**src/rtl/cgra_seq_pkg.sv**
```systemverilog
`default_nettype none
// ============================================================================
// Module   : cgra_seq_pkg
// Brief    : Shared state encoding, default widths and helpers for the
//            CGRA tile PC sequencer.
// Revision : 1.0 - initial release
// ============================================================================
package cgra_seq_pkg;

    localparam int unsigned c_pc_w         = 12;
    localparam int unsigned c_vlen_w       = 10;
    localparam int unsigned c_drain_cycles = 4;

    typedef enum logic [2:0] {
        S_IDLE   = 3'd0,
        S_RUN    = 3'd1,
        S_VECT   = 3'd2,
        S_DRAIN  = 3'd3,
        S_STREAM = 3'd4,
        S_DONE   = 3'd5
    } seq_state_t;

    function automatic logic [31:0] sat_inc32(input logic [31:0] v);
        return (&v) ? v : v + 32'd1;
    endfunction

endpackage
`default_nettype wire

```
**src/rtl/cgra_elem_counter.sv**
```systemverilog
`default_nettype none
// ============================================================================
// Module   : cgra_elem_counter
// Brief    : Loadable element up-counter; o_tc flags the last element of the
//            length captured at load time.
// Revision : 1.0 - initial release
// ============================================================================
module cgra_elem_counter #(
    parameter int W = 10
) (
    input  logic         clk,
    input  logic         rst,
    input  logic         i_load,
    input  logic [W-1:0] i_len,
    input  logic         i_adv,
    output logic [W-1:0] o_cnt,
    output logic         o_tc
);

    logic [W-1:0] r_cnt;
    logic [W-1:0] r_last;

    // The length is captured once so later changes on the input are ignored.
    always_ff @(posedge clk or posedge rst) begin
        if (rst) begin
            r_cnt  <= '0;
            r_last <= '0;
        end else if (i_load) begin
            r_cnt  <= '0;
            r_last <= i_len - W'(1);
        end else if (i_adv) begin
            r_cnt  <= r_cnt + W'(1);
        end
    end

    assign o_cnt = r_cnt;
    assign o_tc  = (r_cnt == r_last);

endmodule
`default_nettype wire

```
**src/rtl/cgra_pc_sequencer.sv**
```systemverilog
`default_nettype none
// ============================================================================
// Module   : cgra_pc_sequencer
// Brief    : PC controller for one CGRA tile: scalar, vector and stream-out
//            sequencing. Define CGRA_PC_PERF_CNT_EN to add cycle/stall counters.
// Revision : 1.0 - initial release
// ============================================================================
module cgra_pc_sequencer
    import cgra_seq_pkg::*;
#(
    parameter int PC_W         = c_pc_w,
    parameter int VLEN_W       = c_vlen_w,
    parameter int DRAIN_CYCLES = c_drain_cycles
) (
    input  logic              clk,
    input  logic              rst,
    input  logic              start,
    input  logic              instr_valid,
    input  logic              is_not_vect,
    input  logic              is_bne,
    input  logic              flag_neq,
    input  logic              is_vstreamout,
    input  logic              is_halt,
    input  logic [PC_W-1:0]   branch_immediate,
    input  logic [VLEN_W-1:0] vlen,
    input  logic              stream_ready,
    output logic [PC_W-1:0]   pc,
    output logic [VLEN_W-1:0] vect_idx,
    output logic              vect_active,
    output logic              done_auto_incr,
    output logic              done_steady,
    output logic              stream_valid,
    output logic              busy,
    output logic              done
`ifdef CGRA_PC_PERF_CNT_EN
    ,
    output logic [31:0]       cyc_cnt,
    output logic [31:0]       stall_cnt
`endif
);

    localparam int c_drain_w = (DRAIN_CYCLES > 1) ? $clog2(DRAIN_CYCLES) : 1;
    localparam logic [c_drain_w-1:0] c_drain_last = c_drain_w'(DRAIN_CYCLES - 1);

    seq_state_t          r_state, w_state_nxt;
    logic [PC_W-1:0]     r_pc, w_pc_nxt;
    logic                r_vect_active, w_vect_active_nxt;
    logic                r_done_auto_incr, w_done_auto_incr_nxt;
    logic                r_done_steady, w_done_steady_nxt;
    logic                r_stream_valid, w_stream_valid_nxt;
    logic                r_busy, w_busy_nxt;
    logic                r_done, w_done_nxt;
    logic [c_drain_w-1:0] r_drain_cnt, w_drain_cnt_nxt;

    logic                w_cnt_load;
    logic                w_cnt_adv;
    logic                w_cnt_tc;
    logic [VLEN_W-1:0]   w_cnt;
    logic                w_start_clr;
    logic                w_xfer;
    logic [PC_W-1:0]     w_pc_inc;

    assign w_xfer   = r_stream_valid & stream_ready;
    assign w_pc_inc = r_pc + PC_W'(1);

    cgra_elem_counter #(
        .W (VLEN_W)
    ) u_elem_counter (
        .clk    (clk),
        .rst    (rst),
        .i_load (w_cnt_load),
        .i_len  (vlen),
        .i_adv  (w_cnt_adv),
        .o_cnt  (w_cnt),
        .o_tc   (w_cnt_tc)
    );

    always_comb begin
        w_state_nxt          = r_state;
        w_pc_nxt             = r_pc;
        w_vect_active_nxt    = r_vect_active;
        w_done_auto_incr_nxt = 1'b0;
        w_done_steady_nxt    = r_done_steady;
        w_stream_valid_nxt   = r_stream_valid;
        w_done_nxt           = r_done;
        w_drain_cnt_nxt      = r_drain_cnt;
        w_cnt_load           = 1'b0;
        w_cnt_adv            = 1'b0;
        w_start_clr          = 1'b0;

        case (r_state)
            S_IDLE, S_DONE: begin
                if (start) begin
                    w_state_nxt = S_RUN;
                    w_pc_nxt    = '0;
                    w_done_nxt  = 1'b0;
                    w_start_clr = 1'b1;
                end
            end
            S_RUN: begin
                if (instr_valid) begin
                    if (is_halt) begin
                        w_state_nxt = S_DONE;
                        w_done_nxt  = 1'b1;
                    end else if (is_vstreamout) begin
                        if (vlen == '0) begin
                            w_pc_nxt = w_pc_inc;
                        end else begin
                            w_state_nxt        = S_STREAM;
                            w_stream_valid_nxt = 1'b1;
                            w_cnt_load         = 1'b1;
                        end
                    end else if (!is_not_vect) begin
                        if (vlen != '0) begin
                            w_state_nxt       = S_VECT;
                            w_vect_active_nxt = 1'b1;
                            w_cnt_load        = 1'b1;
                        end else begin
                            // Empty vector retires immediately, no drain needed.
                            w_pc_nxt             = w_pc_inc;
                            w_done_auto_incr_nxt = 1'b1;
                        end
                    end else if (is_bne && flag_neq) begin
                        w_pc_nxt = branch_immediate;
                    end else begin
                        w_pc_nxt = w_pc_inc;
                    end
                end
            end
            S_VECT: begin
                if (w_cnt_tc) begin
                    w_state_nxt          = S_DRAIN;
                    w_done_auto_incr_nxt = 1'b1;
                    w_vect_active_nxt    = 1'b0;
                    w_pc_nxt             = w_pc_inc;
                    w_done_steady_nxt    = 1'b0;
                    w_drain_cnt_nxt      = '0;
                end else begin
                    w_cnt_adv = 1'b1;
                end
            end
            S_DRAIN: begin
                if (r_drain_cnt == c_drain_last) begin
                    w_state_nxt       = S_RUN;
                    w_done_steady_nxt = 1'b1;
                end else begin
                    w_drain_cnt_nxt = r_drain_cnt + c_drain_w'(1);
                end
            end
            S_STREAM: begin
                // The index keeps counting on the final word so it reports words moved.
                if (w_xfer) begin
                    w_cnt_adv = 1'b1;
                    if (w_cnt_tc) begin
                        w_state_nxt        = S_RUN;
                        w_stream_valid_nxt = 1'b0;
                        w_pc_nxt           = w_pc_inc;
                    end
                end
            end
            default: begin
                w_state_nxt = S_IDLE;
            end
        endcase

        w_busy_nxt = (w_state_nxt != S_IDLE) && (w_state_nxt != S_DONE);
    end

    always_ff @(posedge clk or posedge rst) begin
        if (rst) begin
            r_state          <= S_IDLE;
            r_pc             <= '0;
            r_vect_active    <= 1'b0;
            r_done_auto_incr <= 1'b0;
            r_done_steady    <= 1'b1;
            r_stream_valid   <= 1'b0;
            r_busy           <= 1'b0;
            r_done           <= 1'b0;
            r_drain_cnt      <= '0;
        end else begin
            r_state          <= w_state_nxt;
            r_pc             <= w_pc_nxt;
            r_vect_active    <= w_vect_active_nxt;
            r_done_auto_incr <= w_done_auto_incr_nxt;
            r_done_steady    <= w_done_steady_nxt;
            r_stream_valid   <= w_stream_valid_nxt;
            r_busy           <= w_busy_nxt;
            r_done           <= w_done_nxt;
            r_drain_cnt      <= w_drain_cnt_nxt;
        end
    end

    assign pc             = r_pc;
    assign vect_idx       = w_cnt;
    assign vect_active    = r_vect_active;
    assign done_auto_incr = r_done_auto_incr;
    assign done_steady    = r_done_steady;
    assign stream_valid   = r_stream_valid;
    assign busy           = r_busy;
    assign done           = r_done;

`ifdef CGRA_PC_PERF_CNT_EN
    logic [31:0] r_cyc_cnt;
    logic [31:0] r_stall_cnt;

    always_ff @(posedge clk or posedge rst) begin
        if (rst) begin
            r_cyc_cnt   <= '0;
            r_stall_cnt <= '0;
        end else if (w_start_clr) begin
            r_cyc_cnt   <= '0;
            r_stall_cnt <= '0;
        end else if (r_busy) begin
            r_cyc_cnt <= sat_inc32(r_cyc_cnt);
            if (w_pc_nxt == r_pc) begin
                r_stall_cnt <= sat_inc32(r_stall_cnt);
            end
        end
    end

    assign cyc_cnt   = r_cyc_cnt;
    assign stall_cnt = r_stall_cnt;
`else
    logic w_unused_start_clr;
    assign w_unused_start_clr = w_start_clr;
`endif

endmodule
`default_nettype wire

```
**config.mk**
```make
export PLATFORM = sky130hd
export DESIGN_NAME = cgra_pc_sequencer
export DESIGN_NICKNAME = d
export VERILOG_FILES = /design/src/rtl/cgra_seq_pkg.sv /design/src/rtl/cgra_elem_counter.sv /design/src/rtl/cgra_pc_sequencer.sv
export SDC_FILE = /design/constraint.sdc
export NUM_CORES = 1
export LEC_CHECK = 0
export CAP_MARGIN = 25
export CELL_PAD_IN_SITES_DETAIL_PLACEMENT = 1
export CELL_PAD_IN_SITES_GLOBAL_PLACEMENT = 1
export CORE_ASPECT_RATIO = 1.5
export CORE_UTILIZATION = 38
export DETAILED_ROUTE_END_ITERATION = 10
export HOLD_SLACK_MARGIN = 0.1
export PLACE_DENSITY = 0.81
export SKIP_CTS_REPAIR_TIMING = 1
export SKIP_LAST_GASP = 1
export SYNTH_ARGS = -nofsm -noshare
export SYNTH_HDL_FRONTEND = slang
export SYNTH_SLANG_ARGS = --single-unit
```
**constraint.sdc**
```tcl
create_clock -name clk -period 2.6 [get_ports clk]
set_input_delay 0.26 -clock clk [delete_from_list [all_inputs] [get_ports clk]]
set_output_delay 0.26 -clock clk [all_outputs]
set_load 0.05 [all_outputs]
```
==> results by group, run 1 <==
Outcome
  • Status: completed

GRT
  • Total GRT Usage: roughly a quarter
  • First-pass GRT wire length: 14.7 mm
  • Largest net degree at the start of global routing: 34
  • Vias in the first global route: a little under 3,000
  • Initial antenna violation count: 0
  • Total global routing overflow: 0

Drt
  • DRC errors left: 0
  • DR WL/cell: 18.6 um
  • Post-route ant nets: 0
  • DR vias: between 2,000 and 3,000
  • Vias per cell: 5.85
  • Detailed router's first-iteration violation count: between 100 and 150
  • Final wirelength: 8.77 mm
  • 1st-pass router iterations: 4

Timing
  • Final min period: 2.33 ns
  • Clock skew: 0.00906 ns
  • Worst Slack Setup Final: 0.265 ns
  • Hold Vio Cnt, Final: 0
  • Worst Max-Slew Pin Slew: between 0.7 and 0.8 ns
  • RSZ-0062 raised after global routing: no
  • Fmax achieved: ~430 MHz
  • Max Slew Vio Count: 0
  • Post-Route Setup TNS: 0 ns
  • Worst hold margin: between 0.3 and 0.4 ns
  • Finish-stage setup viols: 0
  • Slew HR: approximately 47%
  • Final Cycle Share: about nine tenths

Setup path
  • Critical Path Start Type: input pin
  • Worst endpoint required time: between 2 and 3 ns
  • Critical path class: input pin to register
  • Worst path arrival time: 2.55 ns
  • CP Capture Type: register
  • Crit Path Max Fanout: 5

Floorplan
  • Die area: 7660 um2
  • Row count: 37
  • Initial Util: between 40% and 50%
  • Die Y: 107 um
  • Boundary pin count: 60
  • Die extent in x: 71.8 um
  • Core Area: 6940 um2

Logic synthesis
  • Synth Cell Area: 2780 um2
  • Post-synthesis sequential area ratio: between 30% and 40%
  • Synth warn: 0
  • Synth Register Bits: between 40 and 50
  • Post-synthesis net count: roughly 360
  • Main synth FF type: dfrtp_1
  • Post-synth EDFFs: 0
  • Synth unique cells: 58
  • Post-synthesis average cell area: roughly 8.7 um2
  • Post-synth ARST share: 100%
  • Post-Syn Instances: 320

Power and ir drop
  • Int Power: about 1.8 mW
  • Power per cell area: ~930 nW/um2
  • Sw Share: between 40% and 50%
  • Comb power frac: a little over half
  • Peak VDD IR: roughly 480 uV
  • Clock power frac: around 13%
  • Register share of total power: between 30% and 40%
  • Switching power: 1.63 mW
  • Pleak: around 1.5 nW

Layout
  • Commonest cells after routing, fill and taps aside: 59 x clkdlybuf4s50_1, 44 x nand2_1, 42 x dfrtp_1
  • Final nets: 430
  • Diode count: 0
  • Final core utilization: a little over half
  • Commonest non-fill, non-tap cell in the layout: clkdlybuf4s50_1
  • Area grow syn2layout: 31.5%
  • Ratio of cells with drive above 1 in the final layout: between 9 and 10%
  • Final Cell Area: between 3000 and 4000 um2

Run
  • Max_cap viols: 0

Placement
  • PortBufs: 59
  • HPWL after DPL: around 7 mm
  • Placer congestion estimate: 0.821
  • Area post-placement: between 3000 and 4000 um2
  • Place WS: -0.0296 ns

Clock tree
  • CTS Buf Count: 5
  • H-tree levels: 2
  • Clock transition at path regs: 0.08 ns
  • Clock root buffer: clkbuf_8
  • CTS tree: yes
  • Skew-Pair Late Insertion Delay: around 0.30 ns
  • Max clock buf depth: 2
  • CTS sink cnt: 43

Hold path
  • Tightest Hold Check Type: input pin to async pin
==> synthesized netlist by cell type (all sizes together), types with 5 or more instances <==
library cell	n	share of area (%)
inv	7	0.95
nand2b	10	2.3
clkbuf	8	1.1
o31ai	13	4.0
nor2b	7	1.6
mux2i	11	4.0
a21oi	20	3.7
nand3	12	2.2
nand2	44	5.9
nor2	18	2.4
nor4	5	1.1
ha	5	2.3
nor3	14	2.5
xnor2	6	1.9
xor2	12	3.8
o21ai	28	5.0
dfrtp	42	38
buf	7	1.4
==> final cells by class <==
class | instances | area (um2)
fill | 845 | 3290
multi-input combinational | 255 | 1600
sequential | 43 | 1080
timing repair buffer | 81 | 768
tap | 78 | 97.6
clock buffer | 8 | 80.1
inverter | 7 | 26.3
==> registers in the layout, summed over array words and instances (netlist names) <==
register / flops
busy: 1
done: 1
done_auto_incr: 1
done_steady: 1
pc: 12
r_drain_cnt: 2
r_state: 3
stream_valid: 1
u_elem_counter.o_cnt: 10
u_elem_counter.r_last: 10
vect_active: 1
==> power by group through the flow <==
stage          Clock, mW  Combinational [mW]  Sequential [mW]
2_1_floorplan          0               0.937             1.35
3_3_place_gp           0                1.80             1.11
3_5_place_dp           0                1.86             1.13
4_1_cts            0.438                1.87             1.11
5_1_grt            0.462                2.03             1.15
6_report           0.425                1.86             1.11
==> worst max-delay path: stages <==
cell and delay, ns:
clkdlybuf4s50_1 0.43, inv_1 0.11, ha_1 0.14, or4b_1 0.52, or3_4 0.39, a211o_2 0.31
o2bb2ai_2 0.16, mux2i_1 0.23
==> metrics by stage <==
step                      instances  power, mW
after floorplan                 320       2.28
after global placement          464       2.91
after detailed placement        464       2.99
after CTS                       472       3.42
after global routing            472       3.64
final                           472       3.40
==> kinds of logic (layout without fill, tap and decap cells) <==
family                     after synthesis  after routing  synth area share [%]
and+or+nand+nor                        131            131                  24.0
adders and majority gates                5              5                  2.25
muxes                                   11             11                  3.96
xor gates and xnor gates                18             18                  5.68
DFF                                     43             43                  38.8
AOI/OAI and AO/OA                       90             90                  21.8
buffers and inverters                   22             96                  3.47
==> path summary, 6_finish.rpt <==
check,start,end,slack [ns],depth (start not counted)
setup / recovery,vlen[1],busy$_DFF_PP0_,0.27,8
hold / removal,rst,vect_active$_DFFE_PP0P_,0.31,2
setup reg to reg,u_elem_counter.o_cnt[4]$_DFFE_PP0P_,u_elem_counter.o_cnt[0]$_DFFE_PP0P_,0.32,5
hold reg to reg,u_elem_counter.r_last[4]$_DFFE_PP0P_,u_elem_counter.r_last[4]$_DFFE_PP0P_,0.51,2
max in group asynchronous,rst,r_drain_cnt[1]$_DFFE_PP0P_,1.65,3
min in group clk,u_elem_counter.r_last[4]$_DFFE_PP0P_,u_elem_counter.r_last[4]$_DFFE_PP0P_,0.51,2
==> per-layer routing <==
| metal | routed length (um) | vias to the layer above | track usage (%) |
|---|---|---|---|
| met5 | 0 | - | 0 |
| met4 | 319 | 0 | 13.0 |
| met3 | 246 | 20 | 2.54 |
| met2 | 4850 | 79 | 47.3 |
| met1 | 3360 | 1349 | 26.6 |
| li1 | - | 1312 | - |
No activity file was read; power rests on OpenSTA's default activity.
==> run 2, diff against run 1 <==
--- a/config.mk
+++ b/config.mk
@@ -18,3 +18,4 @@
 export SYNTH_ARGS = -nofsm -noshare
 export SYNTH_HDL_FRONTEND = slang
 export SYNTH_SLANG_ARGS = --single-unit
+export TNS_END_PERCENT = 20
==> results of run 2 <==
The final DEF is identical to that of run 1; final timing and power are the same.
